File: config.mk
export PLATFORM = sky130hd
export DESIGN_NAME = sram_spi_port_flat
export DESIGN_NICKNAME = d
export VERILOG_FILES = /design/src/rtl/sram_pkg.sv /design/src/rtl/sram_spi_port_if.sv /design/src/rtl/sram_spi_port_spi_clk_gen.sv /design/src/rtl/sram_spi_port.sv /design/src/flat_wrapper.sv
export SDC_FILE = /design/constraint.sdc
export NUM_CORES = 1
export LEC_CHECK = 0
export ABC_AREA = 1
export CAP_MARGIN = 20
export CORE_MARGIN = 1.5
export CORE_UTILIZATION = 45
export DETAILED_ROUTE_END_ITERATION = 10
export PLACE_DENSITY_LB_ADDON = 0.1
export SLEW_MARGIN = 15
export SYNTH_ARGS = -nofsm -noshare
export SYNTH_HDL_FRONTEND = slang
export SYNTH_HIERARCHICAL = 1
export SYNTH_SLANG_ARGS = --single-unit
File: constraint.sdc
create_clock -name clk -period 2.8 [get_ports clk]
set_clock_uncertainty 0.2 [all_clocks]
set_input_delay 0.56 -clock clk [delete_from_list [all_inputs] [get_ports clk]]
set_output_delay 0.56 -clock clk [all_outputs]
set_load 0.05 [all_outputs]
File: src/rtl/sram_pkg.sv
// Opcodes, address limit and FSM encoding shared by the serial SRAM port.
package sram_pkg;

  localparam logic [7:0]  OP_READ       = 8'h03;
  localparam logic [7:0]  OP_WRITE      = 8'h02;
  localparam logic [7:0]  OP_RDMR       = 8'h05;
  localparam logic [7:0]  OP_WRMR       = 8'h01;
  localparam logic [23:0] SRAM_MAX_ADDR = 24'h1FFFF;

  typedef enum logic [2:0] {IDLE, CMD, ADDR, DATA, HOLD} state_t;

  function automatic logic op_supported(input logic [7:0] op);
    return (op == OP_READ) || (op == OP_WRITE) || (op == OP_RDMR) || (op == OP_WRMR);
  endfunction

  // Mode-register opcodes carry no address and exactly one data byte.
  function automatic logic op_is_mode(input logic [7:0] op);
    return (op == OP_RDMR) || (op == OP_WRMR);
  endfunction

  function automatic logic op_is_write(input logic [7:0] op);
    return (op == OP_WRITE) || (op == OP_WRMR);
  endfunction

endpackage

File: src/rtl/sram_spi_port_if.sv
// Task-manager command/bit-stream signals plus SRAM pins for one serial SRAM.
// Optional SRAM_BYTE_OUT_EN adds rd_byte/rd_byte_valid.
interface sram_spi_port_if;
  // start is a one-cycle strobe honoured only while busy is low. input_valid and
  // output_valid are one-cycle strobes with no backpressure: write_in must be
  // valid in the input_valid cycle, so is valid in the output_valid cycle.
  logic        start;
  logic [7:0]  sram_inst;
  logic [23:0] address;
  logic [23:0] length;
  logic        write_in;
  logic        input_valid;
  logic        so;
  logic        output_valid;
  logic        busy;
  logic        done;
  logic        err;
  logic        sram_cs_n;
  logic        sram_sck;
  logic        sram_si;
  logic        sram_so;
`ifdef SRAM_BYTE_OUT_EN
  logic [7:0]  rd_byte;
  logic        rd_byte_valid;

  modport slave (
    input  start, sram_inst, address, length, write_in, sram_so,
    output input_valid, so, output_valid, busy, done, err,
           sram_cs_n, sram_sck, sram_si, rd_byte, rd_byte_valid
  );
  modport master (
    output start, sram_inst, address, length, write_in, sram_so,
    input  input_valid, so, output_valid, busy, done, err,
           sram_cs_n, sram_sck, sram_si, rd_byte, rd_byte_valid
  );
`else
  modport slave (
    input  start, sram_inst, address, length, write_in, sram_so,
    output input_valid, so, output_valid, busy, done, err,
           sram_cs_n, sram_sck, sram_si
  );
  modport master (
    output start, sram_inst, address, length, write_in, sram_so,
    input  input_valid, so, output_valid, busy, done, err,
           sram_cs_n, sram_sck, sram_si
  );
`endif
endinterface

File: src/rtl/sram_spi_port_spi_clk_gen.sv
// SCK divider: o_sck toggles every CLK_DIV enabled cycles; strobes mark its edges.
// rise/fall strobes coincide with the first cycle of the new SCK level.
module spi_clk_gen #(
  parameter int CLK_DIV = 2
) (
  input  logic clk,
  input  logic rst_n,
  input  logic i_en,
  output logic o_sck,
  output logic o_rise_stb,
  output logic o_fall_stb,
  output logic o_pre_fall_stb,
  output logic o_pre_rise_stb
);

  localparam int CNT_W = (CLK_DIV > 1) ? $clog2(CLK_DIV) : 1;
  localparam logic [CNT_W-1:0] CNT_LAST = CNT_W'(CLK_DIV - 1);

  logic [CNT_W-1:0] r_cnt;
  logic             r_sck;
  logic             r_rise;
  logic             r_fall;
  logic             w_wrap;

  assign w_wrap = (r_cnt == CNT_LAST);

  always_ff @(posedge clk or negedge rst_n) begin
    if (!rst_n) begin
      r_cnt  <= '0;
      r_sck  <= 1'b0;
      r_rise <= 1'b0;
      r_fall <= 1'b0;
    end else if (!i_en) begin
      r_cnt  <= '0;
      r_sck  <= 1'b0;
      r_rise <= 1'b0;
      r_fall <= 1'b0;
    end else if (w_wrap) begin
      r_cnt  <= '0;
      r_sck  <= ~r_sck;
      r_rise <= ~r_sck;
      r_fall <= r_sck;
    end else begin
      r_cnt  <= r_cnt + CNT_W'(1);
      r_rise <= 1'b0;
      r_fall <= 1'b0;
    end
  end

  // Look-ahead strobes are not gated by i_en so the caller may use them to drop i_en.
  assign o_sck          = r_sck;
  assign o_rise_stb     = r_rise;
  assign o_fall_stb     = r_fall;
  assign o_pre_fall_stb = w_wrap & r_sck;
  assign o_pre_rise_stb = w_wrap & ~r_sck;

endmodule

File: src/rtl/sram_spi_port.sv
// SPI mode-0 master for one 23LC1024-class SRAM: command, address, bit-serial data.
// Build option SRAM_BYTE_OUT_EN assembles read bits into rd_byte.
module sram_spi_port
  import sram_pkg::*;
#(
  parameter int CLK_DIV = 2,
  parameter int CS_HOLD = 2
) (
  input  logic             clk,
  input  logic             rst_n,
  sram_spi_port_if.slave   bus,
  output state_t           o_state
);

  localparam int HOLD_W = (CS_HOLD > 1) ? $clog2(CS_HOLD) : 1;

  state_t              r_state, w_next;
  logic                r_cs_n, r_si, r_so, r_ov, r_done, r_err;
  logic                r_is_write, r_is_mode, r_done_bits, r_tail;
  logic [7:0]          r_sh;
  logic [23:0]         r_addr, r_len;
  logic [2:0]          r_bit;
  logic [1:0]          r_ab;
  logic [HOLD_W-1:0]   r_hold;

  logic w_sck, w_rise, w_fall, w_pre_fall, w_pre_rise;
  logic w_cmd_ok, w_accept, w_reject, w_adv, w_byte_end, w_last_data_bit;
  logic w_next_wr, w_iv, w_end, w_sample;

  spi_clk_gen #(.CLK_DIV(CLK_DIV)) u_clk_gen (
    .clk            (clk),
    .rst_n          (rst_n),
    .i_en           (~r_cs_n & ~w_end),
    .o_sck          (w_sck),
    .o_rise_stb     (w_rise),
    .o_fall_stb     (w_fall),
    .o_pre_fall_stb (w_pre_fall),
    .o_pre_rise_stb (w_pre_rise)
  );

  assign w_cmd_ok = op_supported(bus.sram_inst) &&
                    (op_is_mode(bus.sram_inst) ||
                     ((bus.address <= SRAM_MAX_ADDR) && (bus.length != 24'd0)));
  assign w_accept = (r_state == IDLE) && bus.start && w_cmd_ok;
  assign w_reject = (r_state == IDLE) && bus.start && !w_cmd_ok;

  // A bit finishes in the cycle before SCK falls; the next bit goes out with the fall.
  assign w_adv           = w_pre_fall && !r_done_bits &&
                           ((r_state == CMD) || (r_state == ADDR) || (r_state == DATA));
  assign w_byte_end      = w_adv && (r_bit == 3'd7);
  assign w_last_data_bit = (r_state == DATA) && (r_bit == 3'd7) && (r_len == 24'd1);
  assign w_next_wr       = r_is_write &&
                           (((r_state == CMD) && (r_bit == 3'd7) && r_is_mode) ||
                            ((r_state == ADDR) && (r_bit == 3'd7) && (r_ab == 2'd2)) ||
                            ((r_state == DATA) && !w_last_data_bit));
  assign w_iv            = w_adv && w_next_wr;
  assign w_sample        = (r_state == DATA) && !r_is_write && w_rise;
  // The transaction closes where the next SCK rise would have been.
  assign w_end           = (r_state == DATA) && w_pre_rise &&
                           (r_tail || (w_fall && r_done_bits));

  always_ff @(posedge clk or negedge rst_n) begin
    if (!rst_n) r_state <= IDLE;
    else        r_state <= w_next;
  end

  always_comb begin
    w_next = r_state;
    case (r_state)
      IDLE: if (w_accept) w_next = CMD;
      CMD:  if (w_byte_end) w_next = r_is_mode ? DATA : ADDR;
      ADDR: if (w_byte_end && (r_ab == 2'd2)) w_next = DATA;
      DATA: if (w_end) w_next = (CS_HOLD == 0) ? IDLE : HOLD;
      HOLD: if (r_hold == '0) w_next = IDLE;
      default: w_next = IDLE;
    endcase
  end

  always_ff @(posedge clk or negedge rst_n) begin
    if (!rst_n) begin
      r_cs_n      <= 1'b1;
      r_si        <= 1'b0;
      r_so        <= 1'b0;
      r_ov        <= 1'b0;
      r_done      <= 1'b0;
      r_err       <= 1'b0;
      r_is_write  <= 1'b0;
      r_is_mode   <= 1'b0;
      r_done_bits <= 1'b0;
      r_tail      <= 1'b0;
      r_sh        <= '0;
      r_addr      <= '0;
      r_len       <= '0;
      r_bit       <= '0;
      r_ab        <= '0;
      r_hold      <= '0;
    end else begin
      r_ov   <= 1'b0;
      r_done <= 1'b0;
      r_err  <= w_reject;
      if (w_accept) begin
        r_cs_n      <= 1'b0;
        r_si        <= bus.sram_inst[7];
        r_sh        <= {bus.sram_inst[6:0], 1'b0};
        r_addr      <= bus.address;
        r_len       <= op_is_mode(bus.sram_inst) ? 24'd1 : bus.length;
        r_is_write  <= op_is_write(bus.sram_inst);
        r_is_mode   <= op_is_mode(bus.sram_inst);
        r_bit       <= '0;
        r_ab        <= '0;
        r_done_bits <= 1'b0;
        r_tail      <= 1'b0;
      end
      if (w_adv) begin
        r_bit <= r_bit + 3'd1;
        case (r_state)
          CMD: begin
            if (r_bit != 3'd7) begin
              r_si <= r_sh[7];
              r_sh <= {r_sh[6:0], 1'b0};
            end else if (r_is_mode) begin
              r_si <= w_iv & bus.write_in;
            end else begin
              r_si   <= r_addr[23];
              r_addr <= {r_addr[22:0], 1'b0};
            end
          end
          ADDR: begin
            if ((r_bit == 3'd7) && (r_ab == 2'd2)) begin
              r_si <= w_iv & bus.write_in;
            end else begin
              r_si   <= r_addr[23];
              r_addr <= {r_addr[22:0], 1'b0};
            end
            if (r_bit == 3'd7) r_ab <= r_ab + 2'd1;
          end
          DATA: begin
            r_si <= w_iv & bus.write_in;
            if (r_bit == 3'd7) begin
              r_len <= r_len - 24'd1;
              if (r_len == 24'd1) r_done_bits <= 1'b1;
            end
          end
          default: ;
        endcase
      end
      if (w_sample) begin
        r_so <= bus.sram_so;
        r_ov <= 1'b1;
      end
      if ((r_state == DATA) && w_fall && r_done_bits) r_tail <= 1'b1;
      if (w_end) begin
        r_cs_n <= 1'b1;
        r_done <= 1'b1;
        r_tail <= 1'b0;
        r_si   <= 1'b0;
        r_hold <= HOLD_W'(CS_HOLD - 1);
      end
      if ((r_state == HOLD) && (r_hold != '0)) r_hold <= r_hold - HOLD_W'(1);
    end
  end

`ifdef SRAM_BYTE_OUT_EN
  logic [6:0] r_rd_sh;
  logic [7:0] r_rd_byte;
  logic       r_rd_valid;

  always_ff @(posedge clk or negedge rst_n) begin
    if (!rst_n) begin
      r_rd_sh    <= '0;
      r_rd_byte  <= '0;
      r_rd_valid <= 1'b0;
    end else begin
      r_rd_valid <= 1'b0;
      if (w_sample) begin
        r_rd_sh <= {r_rd_sh[5:0], bus.sram_so};
        if (r_bit == 3'd7) begin
          r_rd_byte  <= {r_rd_sh, bus.sram_so};
          r_rd_valid <= 1'b1;
        end
      end
    end
  end

  assign bus.rd_byte       = r_rd_byte;
  assign bus.rd_byte_valid = r_rd_valid;
`endif

  assign bus.input_valid  = w_iv;
  assign bus.so           = r_so;
  assign bus.output_valid = r_ov;
  assign bus.busy         = (r_state != IDLE);
  assign bus.done         = r_done;
  assign bus.err          = r_err;
  assign bus.sram_cs_n    = r_cs_n;
  assign bus.sram_sck     = w_sck;
  assign bus.sram_si      = r_si;
  assign o_state          = r_state;

endmodule

File: src/flat_wrapper.sv
// flat-port wrapper written by rule: the top's interface ports become plain ports
module sram_spi_port_flat import sram_pkg::*;
#(
  parameter int CLK_DIV = 2,
  parameter int CS_HOLD = 2
)
  (clk, rst_n, o_state, bus_start, bus_sram_inst, bus_address, bus_length, bus_write_in, bus_sram_so, bus_input_valid, bus_so, bus_output_valid, bus_busy, bus_done, bus_err, bus_sram_cs_n, bus_sram_sck, bus_sram_si);
  sram_spi_port_if bus_i ();
  input  logic clk;
  input  logic rst_n;
  output state_t o_state;
  input wire logic [$bits(bus_i.start)-1:0] bus_start;
  input wire logic [$bits(bus_i.sram_inst)-1:0] bus_sram_inst;
  input wire logic [$bits(bus_i.address)-1:0] bus_address;
  input wire logic [$bits(bus_i.length)-1:0] bus_length;
  input wire logic [$bits(bus_i.write_in)-1:0] bus_write_in;
  input wire logic [$bits(bus_i.sram_so)-1:0] bus_sram_so;
  output wire logic [$bits(bus_i.input_valid)-1:0] bus_input_valid;
  output wire logic [$bits(bus_i.so)-1:0] bus_so;
  output wire logic [$bits(bus_i.output_valid)-1:0] bus_output_valid;
  output wire logic [$bits(bus_i.busy)-1:0] bus_busy;
  output wire logic [$bits(bus_i.done)-1:0] bus_done;
  output wire logic [$bits(bus_i.err)-1:0] bus_err;
  output wire logic [$bits(bus_i.sram_cs_n)-1:0] bus_sram_cs_n;
  output wire logic [$bits(bus_i.sram_sck)-1:0] bus_sram_sck;
  output wire logic [$bits(bus_i.sram_si)-1:0] bus_sram_si;
  assign bus_i.start = bus_start;
  assign bus_i.sram_inst = bus_sram_inst;
  assign bus_i.address = bus_address;
  assign bus_i.length = bus_length;
  assign bus_i.write_in = bus_write_in;
  assign bus_i.sram_so = bus_sram_so;
  assign bus_input_valid = bus_i.input_valid;
  assign bus_so = bus_i.so;
  assign bus_output_valid = bus_i.output_valid;
  assign bus_busy = bus_i.busy;
  assign bus_done = bus_i.done;
  assign bus_err = bus_i.err;
  assign bus_sram_cs_n = bus_i.sram_cs_n;
  assign bus_sram_sck = bus_i.sram_sck;
  assign bus_sram_si = bus_i.sram_si;
  sram_spi_port #(.CLK_DIV(CLK_DIV), .CS_HOLD(CS_HOLD)) u_core (.clk(clk), .rst_n(rst_n), .bus(bus_i), .o_state(o_state));
endmodule
==> impl_metrics.env <==
export IMPL_worstPathArrival_ns=2.00
export IMPL_die_h_um=114
export IMPL_grt_ovfl_total=0
export IMPL_synth_enable_flop_cells=0
export IMPL_status="completed"
export IMPL_cts_buffers=9
export IMPL_portBuffers=72
export IMPL_grt_pass1_vias=5566
export IMPL_htree_levels=3
export IMPL_tightest_slew_ns=0.500
export IMPL_synth_area_sq_mm=0.00557
export IMPL_place_congestion=0.834
export IMPL_wl_met2_um=7520
export IMPL_drv_slew=0
export IMPL_worst_slew_margin_rel_pct=66.5
export IMPL_required_ns=2.04
export IMPL_insertion_delay_ns=0.35
export IMPL_clk_pin_slew_ns=0.07
export IMPL_highest_layer="met4"
export IMPL_final_cell_count_no_fill=1112
export IMPL_yosysSeqAreaShare_pct=35.5
export IMPL_drtPass1Iterations=5
export IMPL_wl_per_cell_um=13.9
export IMPL_grt_first_pass_wirelength_um=26000
export IMPL_clock_sinks=79
export IMPL_placed_area_sq_mm=0.00654
export IMPL_vdd_drop_max_mv=0.281
export IMPL_min_period_ns=2.76
export IMPL_diodes=0
export IMPL_syn_nets=937
export IMPL_endpoint_kind="output pin"
export IMPL_p_leak_uw=0.00345
export IMPL_core_sq_mm=0.0121
export IMPL_yosysTopAreaCell="dfrtp_1"
export IMPL_avgViaCountPerCell=5.18
export IMPL_ys_seq_elements=79
export IMPL_ff2ff_path_depth=11
export IMPL_synthCells=871
export IMPL_synth_warnings=6
export IMPL_cts_hold_fix_buffers=0
export IMPL_avgSynthCellArea_sq_um=6.40
export IMPL_drv_cap=0
export IMPL_drtIter0Drc=406
export IMPL_met1_length_um=6870
export IMPL_grt_max_degree=80
export IMPL_drt_total_wl_um=15500
export IMPL_path_class="register to output pin"
export IMPL_design_area_sq_mm=0.00687
export IMPL_vias=5764
export IMPL_async_flop_share_pct=100
export IMPL_yosysUniqueCellTypes=41
export IMPL_initial_core_util_pct=46.2
export IMPL_worstPathMaxFanout=4
export IMPL_rows=40
export IMPL_fmax_mhz=363
export IMPL_die_x_um=114
export IMPL_synth_most_common_cell="nand2_1"
export IMPL_hold_class="input port to asynchronous set/reset pin"
export IMPL_synthToLayoutAreaGrowth_pct=23.2
export IMPL_dpl_cell_count=1093
export IMPL_finalHoldViolCount=0
export IMPL_rsz0062_at_grt="yes"
export IMPL_cts_tree="built"
export IMPL_io_pins=73
export IMPL_dr_wl_met3_um=821
export IMPL_start_kind="register"
export IMPL_drc=0
export IMPL_fin_crit_sh_pct=98.5
export IMPL_cts_root_buf="clkbuf_16"
export IMPL_grt_usage_pct=24.7
export IMPL_dieArea_sq_mm=0.0131
export IMPL_nNetsFinal=1005
export IMPL_dp_hpwl_um=10300
export IMPL_final_antenna_net_count=0
export IMPL_netlist_area_leader_share_pct=35.0
export IMPL_drive_gt1_share_pct=8.05
export IMPL_nFillCells=1162
export IMPL_synth_area_leaders="dfrtp_1 35%, nand2_1 19%, nand3_1 11%"
export IMPL_ys_flop_type="dfrtp_1"
export IMPL_setup_violations=0
export IMPL_synth_top_cells_by_count="282 x nand2_1, 121 x nand3_1, 106 x inv_1, 78 x dfrtp_1, 68 x nor2_1"
export IMPL_powerDensity_mw_per_mm2=605
export IMPL_cts_path_max_buffers=2
export IMPL_antenna_found_initial=0
-- report_power, final --
group	internal, uW	switching [uW]	total (uW)
clock	634	517	1150
combinational	559	1050	1610
sequential	1290	112	1400
total	2480	1680	4160
-- through the flow --
stage	setup slack, ns	total power, uW	hold slack, ns	utilization (%)	TNS (ns)
floorplan	0.198	2470	0.0644	-	0
global placement	0.0219	2950	0.267	54.2	0
detailed placement	0.00184	2980	0.280	54.2	0
CTS	0.00271	4150	0.0587	56.7	0
global route	-0.0325	4430	0.0834	56.9	-0.0325
finish	0.0432	4160	0.0482	56.9	0
-- layer usage --
layer	GRT usage (%)	vias up
met1	32.0	2650
li1	-	2927
met4	9.50	0
met2	42.4	170
met5	0	-
met3	3.02	17
-- kinds of logic (layout without fill, tap and decap cells) --
kind of cell    after synthesis  count (layout)  synth area share (%)
compound gates              131             131                  12.6
xor+xnor                      5               5                 0.786
fa+ha+maj                     5               5                  1.12
buf+inv                     150             223                  11.2
flops                        79              79                  35.5
mux                           1               1                 0.202
simple gates                500             500                  38.6
-- layout by cell type (no fill, tap or decap), drive strengths merged --
cell and n:
dfrtp 78, nor3 5, ha 5, mux2 1, a21oi 67, clkbuf 11, a221oi 1, nand3 125
a211oi 1, xor2 3, dlymetal6s2s 1, or2 6, nand4 4, buf 25, clkinvlp 2, clkdlybuf4s50 69
inv 113, o21ai 47, a22oi 1, o2bb2ai 1, clkinv 2, nand2 284, a31oi 1, o31ai 2
and2 1, dfstp 1, o211ai 9, nor2 75, o22ai 1, xnor2 2
-- sequential cells by signal, indices dropped and copies added (netlist names), 2 cells and up --
register        count
u_core/r_addr      24
u_core/r_len       24
u_core/r_sh         8
u_core/o_state      3
u_core/r_bit        3
u_core/r_ab         2
-- final cells by class --
| cell class | instances | area (sq um) | share of cell area, % |
|---|---|---|---|
| Multi-Input combinational cell | 642 | 3000 | 43.6 |
| Sequential cell | 79 | 1980 | 28.8 |
| Timing Repair Buffer | 95 | 978 | 14.2 |
| Inverter | 112 | 420 | 6.12 |
| Clock buffer | 11 | 243 | 3.53 |
| Tap cell | 168 | 210 | 3.06 |
| Clock inverter | 5 | 41.3 | 0.601 |
-- final timing paths --
path / from / to / slack [ns]
setup reg to reg: u_core/u_clk_gen/r_cnt$_DFF_PN0_ / u_core/o_state[0]$_DFFE_PN0P_ / 0.47
setup / recovery: u_core/r_bit[0]$_DFFE_PN0P_ / bus_input_valid / 0.04
max in group asynchronous: rst_n / u_core/r_len[16]$_DFF_PN0_ / 1.99
hold / removal: rst_n / u_core/u_clk_gen/r_cnt$_DFF_PN0_ / 0.05
min in group clk: u_core/r_sh[5]$_DFF_PN0_ / u_core/r_sh[6]$_DFF_PN0_ / 0.30
hold reg to reg: u_core/r_sh[5]$_DFF_PN0_ / u_core/r_sh[6]$_DFF_PN0_ / 0.30
-- timing repair --
| action | in CTS | in global routing |
|---|---|---|
| resized for setup | 3 | 9 |
| setup endpoints to repair | 1 | 2 |
| pin swaps | 1 | 1 |
| buffers inserted | 2 | 1 |
-- critical path, stage by stage (launching register included) --
cell	delay, ns
dfrtp_1	0.39
ha_1	0.22
ha_2	0.18
buf_4	0.14
nand2_1	0.08
inv_1	0.05
nand2_1	0.09
o21ai_0	0.09
inv_1	0.08
nand2_2	0.07
nand2_2	0.07
nor2_4	0.05
buf_12	0.15
(Power assumes the default switching activity.)
